===== src/rtl/voice_allocator.sv =====
// Polyphonic voice scheduler: turns key press/release edges into per-voice
// allocations, stealing the oldest voice when the pool is full.
module voice_allocator #(
    parameter int unsigned NUM_KEYS   = 32,
    parameter int unsigned NUM_VOICES = 4,
    parameter int unsigned KEY_W      = 5
) (
    input  logic                        i_clk,
    input  logic                        i_rst_n,
    input  logic [NUM_KEYS-1:0]         i_keys,
    input  logic                        i_enable,
    output logic [NUM_VOICES-1:0]       o_voice_valid,
    output logic [NUM_VOICES*KEY_W-1:0] o_voice_key,
    output logic [NUM_VOICES-1:0]       o_note_on,
    output logic [NUM_VOICES-1:0]       o_note_off,
    output logic                        o_steal,
    output logic                        o_busy
);

    localparam int unsigned VOICE_W = (NUM_VOICES > 1) ? $clog2(NUM_VOICES) : 1;
    localparam logic [VOICE_W-1:0] AGE_MAX = VOICE_W'(NUM_VOICES - 1);

    logic [NUM_KEYS-1:0]         key_prev;
    logic [NUM_KEYS-1:0]         press_pend;
    logic [NUM_KEYS-1:0]         rel_pend;
    logic [VOICE_W-1:0]          age [NUM_VOICES];

    logic [NUM_KEYS-1:0]         rise;
    logic [NUM_KEYS-1:0]         fall;
    logic [KEY_W-1:0]            rel_idx;
    logic [KEY_W-1:0]            press_idx;
    logic                        hold_hit;
    logic [VOICE_W-1:0]          hold_v;
    logic                        free_hit;
    logic [VOICE_W-1:0]          free_v;
    logic [VOICE_W-1:0]          old_v;
    logic [VOICE_W-1:0]          old_age;
    logic [VOICE_W-1:0]          pick_v;
    logic                        do_rel;
    logic                        do_press;
    logic [NUM_KEYS-1:0]         svc_rel;
    logic [NUM_KEYS-1:0]         svc_press;

    logic [NUM_KEYS-1:0]         press_nxt;
    logic [NUM_KEYS-1:0]         rel_nxt;
    logic [NUM_VOICES-1:0]       valid_nxt;
    logic [NUM_VOICES*KEY_W-1:0] key_nxt;
    logic [VOICE_W-1:0]          age_nxt [NUM_VOICES];
    logic [NUM_VOICES-1:0]       on_nxt;
    logic [NUM_VOICES-1:0]       off_nxt;
    logic                        steal_nxt;

    // Edge detection, event selection and voice choice.
    always_comb begin
        rise      = i_keys & ~key_prev;
        fall      = ~i_keys & key_prev;
        rel_idx   = '0;
        press_idx = '0;
        for (int k = NUM_KEYS - 1; k >= 0; k--) begin
            if (rel_pend[k])   rel_idx   = KEY_W'(k);
            if (press_pend[k]) press_idx = KEY_W'(k);
        end

        hold_hit = 1'b0;
        hold_v   = '0;
        free_hit = 1'b0;
        free_v   = '0;
        for (int v = NUM_VOICES - 1; v >= 0; v--) begin
            if (o_voice_valid[v] && (o_voice_key[v*KEY_W +: KEY_W] == rel_idx)) begin
                hold_hit = 1'b1;
                hold_v   = VOICE_W'(v);
            end
            if (!o_voice_valid[v]) begin
                free_hit = 1'b1;
                free_v   = VOICE_W'(v);
            end
        end

        // Strict compare keeps the lowest index on equal ages.
        old_v   = '0;
        old_age = age[0];
        for (int v = 1; v < NUM_VOICES; v++) begin
            if (age[v] > old_age) begin
                old_age = age[v];
                old_v   = VOICE_W'(v);
            end
        end

        pick_v    = free_hit ? free_v : old_v;
        do_rel    = i_enable && (|rel_pend);
        do_press  = i_enable && !(|rel_pend) && (|press_pend);
        svc_rel   = do_rel   ? (NUM_KEYS'(1) << rel_idx)   : '0;
        svc_press = do_press ? (NUM_KEYS'(1) << press_idx) : '0;
    end

    // Next pending state and voice pool update.
    always_comb begin
        press_nxt = (press_pend & ~svc_press & ~fall) | rise;
        rel_nxt   = (rel_pend & ~svc_rel) | (fall & ~(press_pend & ~svc_press));
        valid_nxt = o_voice_valid;
        key_nxt   = o_voice_key;
        age_nxt   = age;
        on_nxt    = '0;
        off_nxt   = '0;
        steal_nxt = 1'b0;

        if (!i_enable) begin
            press_nxt = '0;
            rel_nxt   = '0;
            valid_nxt = '0;
            for (int v = 0; v < NUM_VOICES; v++) age_nxt[v] = '0;
        end else if (do_rel && hold_hit) begin
            for (int v = 0; v < NUM_VOICES; v++) begin
                if (VOICE_W'(v) == hold_v) begin
                    valid_nxt[v] = 1'b0;
                    off_nxt[v]   = 1'b1;
                    age_nxt[v]   = '0;
                end
            end
        end else if (do_press) begin
            steal_nxt = !free_hit;
            for (int v = 0; v < NUM_VOICES; v++) begin
                if (VOICE_W'(v) == pick_v) begin
                    valid_nxt[v]                 = 1'b1;
                    key_nxt[v*KEY_W +: KEY_W]    = press_idx;
                    on_nxt[v]                    = 1'b1;
                    age_nxt[v]                   = '0;
                end else if (o_voice_valid[v] && (age[v] != AGE_MAX)) begin
                    age_nxt[v] = age[v] + VOICE_W'(1);
                end
            end
        end
    end

    always_ff @(posedge i_clk or negedge i_rst_n) begin
        if (!i_rst_n) begin
            key_prev      <= '0;
            press_pend    <= '0;
            rel_pend      <= '0;
            o_voice_valid <= '0;
            o_voice_key   <= '0;
            o_note_on     <= '0;
            o_note_off    <= '0;
            o_steal       <= 1'b0;
            o_busy        <= 1'b0;
            for (int v = 0; v < NUM_VOICES; v++) age[v] <= '0;
        end else begin
            key_prev      <= i_keys;
            press_pend    <= press_nxt;
            rel_pend      <= rel_nxt;
            o_voice_valid <= valid_nxt;
            o_voice_key   <= key_nxt;
            o_note_on     <= on_nxt;
            o_note_off    <= off_nxt;
            o_steal       <= steal_nxt;
            o_busy        <= (|press_nxt) | (|rel_nxt);
            age           <= age_nxt;
        end
    end

endmodule


===== config.mk =====
export PLATFORM = sky130hd
export DESIGN_NAME = voice_allocator
export DESIGN_NICKNAME = d
export VERILOG_FILES = /design/src/rtl/voice_allocator.sv
export SDC_FILE = /design/constraint.sdc
export NUM_CORES = 1
export LEC_CHECK = 0
export ABC_AREA = 1
export CAP_MARGIN = 40
export CORE_MARGIN = 5
export CORE_UTILIZATION = 59
export DETAILED_ROUTE_END_ITERATION = 10
export PLACE_DENSITY_LB_ADDON = 0.25
export SYNTH_ARGS = -nofsm -noshare
export SYNTH_HDL_FRONTEND = slang
export SYNTH_SLANG_ARGS = --single-unit

===== constraint.sdc =====
create_clock -name i_clk -period 3.6 [get_ports i_clk]
set_input_delay 0.72 -clock i_clk [delete_from_list [all_inputs] [get_ports i_clk]]
set_output_delay 0.72 -clock i_clk [all_outputs]
set_load 0.1 [all_outputs]

# Yosys cells after proc, flatten, opt, wreduce, memory -nomap -nowiden
# Cells that the tools add are included.
# totals
output_inout_bits	34
elab_cells	235
input_bits	35
register_bits	138
# op_classes
bitwise_logic	16
n_eq_ne	27
n_addsub	4
shift	2
reduce_logical	32
magnitude_cmp	3
muxes	132
# op_table
operator	n
$mux W5	64
$and A32 B32 Y32	6
$not A32 Y32	6
$mux W32	4
$reduce_or A32 Y1	4
$or A32 B32 Y32	2
$shl A1 B5 Y32 const A	2
$mux W2	25
$mux W4	8
$mux W1	28
$mux W8	3
$reduce_and A3 Y1	8
$eq A5 B5 Y1	4
$ne A4 B1 Y1 const B	4
$reduce_and A4 Y1	4
$ne A3 B1 Y1 const B	5
$logic_and A1 B1 Y1	12
$ne A3 B2 Y1 const B	4
$add A2 B1 Y2 const B	4
$eq A2 B2 Y1 const A	4
$ne A2 B2 Y1 const B	4
$gt A2 B2 Y1	3
$eq A1 B2 Y1 const A	2
$logic_not A2 Y1	2
3 further kinds	4

# Longest topological paths before layout
# logic_depth
ltp_word	42
mapped_depth	43
ltp_nobuf	43

# Worst setup path after synthesis
# OpenSTA, ideal clock, no wires.
# synth_timing
path_type	flip-flop to flip-flop
start	register age[5] (netlist bit)
end	register o_voice_key[18]
setup_time_ns	0.136
required_ns	3.464
stages_incl_launch_ff	24
n_path_buf	1
period_less_slack_ns	3.327
arrival_time_ns	3.191
setup_slack_ns	0.273
cell_sequence	dfrtp_1 > inv_1 > ha_1 > nor2_1 > nor2_1 > a21oi_1 > a21oi_1 > ha_1 > inv_1 > o22ai_1 > nand2_1 > o21ai_0 > ha_1 > nand2_1 > o21ai_0 > nand3_1 > o211ai_1 > nor2_1 > inv_1 > nor2_1 > inv_1 > clkbuf_1 > nand2_1 > o21ai_0
# synth_between
elab_chain_cells	9
word_cells_on_any_way	11
classes_between	order compare (3); eq/ne (1); mux (6); reduce/logical (1)
# synth_rtl
element	line_no	text
from (decl)	26	logic [VOICE_W-1:0] age [NUM_VOICES];
from (signal assigned)	157	age <= age_nxt;
$gt A2 B2 Y1	83	if (age[v] > old_age) begin
$mux W2	83	
$gt A2 B2 Y1	83	
$mux W2	83	
$gt A2 B2 Y1	83	
$mux W2 *	83	
$mux W2 *	89	pick_v = free_hit ? free_v : old_v;
$eq A2 B2 Y1 *	123	if (VOICE_W'(v) == pick_v) begin
$reduce_and A4 Y1 (no source line) *	n/a	
to (signal assigned)	152	o_voice_key <= key_nxt;
to (decl)	13	output logic [NUM_VOICES*KEY_W-1:0] o_voice_key,
# Mark *: on every way between the ends. The rest lies on a longest branch, timed or not.
# A chain may end at the register's enable or synchronous reset.

# Worst setup path after layout
# layout_timing
start	register rel_pend[30]
end	register age[6] (netlist bit)
# layout_between
elab_chain_cells	40
word_cells_on_any_way	60
classes_between	eq/ne (7); mux (41); reduce/logical (12)
# layout_rtl
element	line_no	text
from (decl)	25	logic [NUM_KEYS-1:0] rel_pend;
from (signal assigned)	150	rel_pend <= rel_nxt;
$mux W5 (31 in a row)	60	if (rel_pend[k]) rel_idx = KEY_W'(k);
$eq A5 B5 Y1	69	if (o_voice_valid[v] && (o_voice_key[v*KEY_W +: KEY_W] == rel_idx)) begin
$logic_and A1 B1 Y1	69	
$mux W2 / $mux W1 (equally long branches) (4 in a row)	69	
$logic_not A2 Y1 / $logic_and A1 B1 Y1 (equally long branches)	114, 112	
$ne A3 B2 Y1 (no source line), or another cell as far along	n/a	
$reduce_and A3 Y1 (no source line) / $mux W8 (equally long branches)	n/a	
# Parallel ways exist; a longest one is shown, timed or not.

==> metrics.yaml <==
run_status:
  status: "finished with violations"
  violations: "negative setup slack"
timing:
  slew_headroom: 0.5705
  final-setup-viol-count: 23
  tightest_slew_ns: 0.6443
  hold_viol: 0
  skew_ns: 0.01613
  holdWs_ns: 0.2747
  rsz0062_at_grt: "yes"
  worst_slack_ns: -0.2828
  finalMaxSlewViolations: 0
  fin_crit_ns: 3.883
  post-route-period-util: 1.079
  fmax_ghz: 0.2575
synth:
  synth_area_leaders: "dfrtp_1 (44%), nand2_1 (17%), inv_1 (10%)"
  synth_area_sq_mm: 0.007931
  synth_top_area_share: 0.4354
  yosys_warnings: 0
  synth_area_per_cell_sq_um: 6.873
  synth_nets: 1201
  syn_inst: 1154
  synth.distinct_cells: 37
  yosysSeqAreaShare: 0.4354
  synth-seq-cells: 138
  yosysTopAreaCell: "dfrtp_1"
grt:
  grt_util_met3: 0.05504
  grt_first_pass_wirelength_um: 38380
  overflow: 0
  grt_pass1_vias: 7561
  met1_usage: 0.3841
  antenna_found_initial: 1
  grt_usage: 0.3061
  grtUsageMet2: 0.5199
  busiest_layer: "met2"
  grt_start_max_net_pins: 69
layout:
  stdcell_area_sq_mm: 0.01030
  nets: 1344
  layout_commonest_cell: "nand2_1"
  layout_common_cells: "nand2_1 (355), inv_1 (204), dfrtp_1 (138)"
  drive_gt1_frac: 0.1308
  diodes: 0
  fillers: 900
  area_delta_synth_final_pct: 29.83
die:
  initial_core_util: 0.6013
  io_pins: 69
  die_w_um: 125.9
  fp.coreArea_sq_mm: 0.01319
  fp-row-count: 42
  die_area_sq_mm: 0.01586
  fp.dieH_um: 125.9
clock_network:
  cts_buffer_depth: 2
  numCtsBuffers: 17
  cts_tree: "built"
  root_buffer: "clkbuf_16"
  clkLatencyLatePin_ns: 0.45
  path_clk_slew_ns: 0.05
  cts_num_sinks: 138
  h-tree-depth: 4
pwr:
  finalPower_w: 0.004439
  cellLeakagePower_nw: 5.614
  irDropWorstVdd_mv: 0.3731
  p_per_area_mw_per_mm2: 431.1
critical_path:
  r2r-start: "rel_pend[30]"
  cpMostUsedCell: "nand2_1"
  worstSetupEndpoint: "age[6]"
  r2r_end: "age[6]"
  worstSetupEndpointType: "register"
  r2r_setup_slack_ns: -0.28
  path_class: "reg2reg"
  reg2reg_depth: 29
  critPathMaxStageDelay_ns: 0.42
  cp-startpoint: "rel_pend[30]"
  critPathLaunchType: "register"
  worstPathArrival_ns: 4.25
  cp.required_ns: 3.96
  path_max_fanout: 7
  critPathSlowestCell: "dfrtp_1"
drt:
  vias_per_cell: 5.662
  firstDrtPassIters: 6
  ant_nets: 0
  drc: 0
  wl_um: 26290
  wl_per_cell_um: 17.73
  drt_iter0_drc: 1241
  dr_total_vias: 8397
placed_design:
  dp_hpwl_um: 17790
  numPortBuffers: 68
  gp_congestion: 0.9743
  place_area_sq_mm: 0.009420
flow_run:
  drv_cap: 0
hold_path:
  min-delay-path-class: "in2async"
-- metal layers --
metal | part of all wire | up-vias | wire length (um)
met5 | 0.00049 | - | 13
met2 | 0.48 | 554 | 12590
met3 | 0.098 | 129 | 2581
met4 | 0.050 | 2 | 1327
met1 | 0.37 | 3853 | 9780
li1 | - | 3859 | -
-- repair_timing --
action	in CTS	in global routing
gates resized for setup	11	62
buffers inserted	1	15
hold buffers	0	0
endpoints found under the setup margin	28	40
gates cloned	0	1
pin swaps	2	18
-- registers in the layout (all words and copies together), names as in the netlist --
| signal | flops |
|---|---|
| press_pend | 32 |
| rel_pend | 32 |
| o_steal | 1 |
| key_prev | 32 |
| o_voice_valid | 4 |
| age | 8 |
| o_voice_key | 20 |
| o_note_on | 4 |
| o_note_off | 4 |
| o_busy | 1 |
-- metrics by stage --
step | setup TNS [ns] | std cells | setup slack [ns] | utilization
after floorplan | 0 | 1154 | 0.2733 | -
after global placement | 0 | 1405 | 0.1436 | 0.6768
after detailed placement | -0.002129 | 1437 | -0.002129 | 0.7142
after CTS | 0 | 1467 | 0.01953 | 0.7562
after global routing | -12.00 | 1483 | -0.6306 | 0.7807
final | -3.159 | 1483 | -0.2828 | 0.7807
-- worst max-delay path: cells and delay by family (launching register included) --
| kind | cells | cell delay [ns] |
|---|---|---|
| compound gates | 1 | 0.30 |
| xor+xnor | 1 | 0.25 |
| flops | 1 | 0.42 |
| simple gates | 23 | 2.38 |
| buf+inv | 4 | 0.44 |
-- worst min-delay path by stage --
| stage | startpoint | endpoint |
|---|---|---|
| after floorplan | i_rst_n | age[0] |
| after global routing | i_rst_n | key_prev[14] |
| after detailed placement | age[1] | age[1] |
| final | i_rst_n | key_prev[20] |
| after CTS | i_rst_n | key_prev[20] |
| after global placement | age[7] | age[7] |
-- where the power goes --
group          switching [W]  internal (W)  total, W
Combinational       0.000724      0.000393   0.00112
Sequential         0.0000646       0.00163   0.00169
Clock               0.000684      0.000944   0.00163
Total                0.00147       0.00297   0.00444
-- Yosys cell counts --
cell and instances:
dfrtp_1 138, a211o_1 1, o22ai_1 1, a211oi_1 2, o311ai_0 1, buf_12 1, ha_1 12, or2_0 1
xnor2_1 9, nand3_4 2, nand2_1 365, nand2_4 6, nand3b_1 4, a21oi_1 32, nand2_2 3, nand4_1 21
nor2_1 149, o21bai_1 3, o21ai_1 2, a22oi_1 3, buf_2 1, o21ai_0 63, nor3_1 4, xor2_1 2
inv_1 211, o211ai_1 2, nor2_2 1, nand3_1 74, nand3_2 3, a21boi_0 1, inv_2 4, clkinv_1 4
nor4_1 10, buf_4 1, o311ai_1 1, nor4_2 1, clkbuf_1 15
-- final cells by class --
cell class | instances | area, sq um | area share
tap | 176 | 220.2 | 0.02139
multi-input combinational | 780 | 3777 | 0.3668
inverter | 219 | 834.6 | 0.08104
clock inverter | 10 | 80.08 | 0.007776
clock buffer | 19 | 442.9 | 0.04301
sequential | 138 | 3453 | 0.3354
timing repair buffer | 141 | 1489 | 0.1446
-- cells by family (layout without fill, tap and decap cells) --
kind of cell	Yosys count	after routing	share of synthesized area
AND/OR/NAND/NOR	644	645	0.3430
buffers and inverters	237	389	0.1148
flip-flops	138	138	0.4354
AO/OA/AOI/OAI	112	112	0.07572
adder cells (fa/ha/maj)	12	12	0.01893
XOR/XNOR	11	11	0.01215
(Power assumes the default switching activity.)
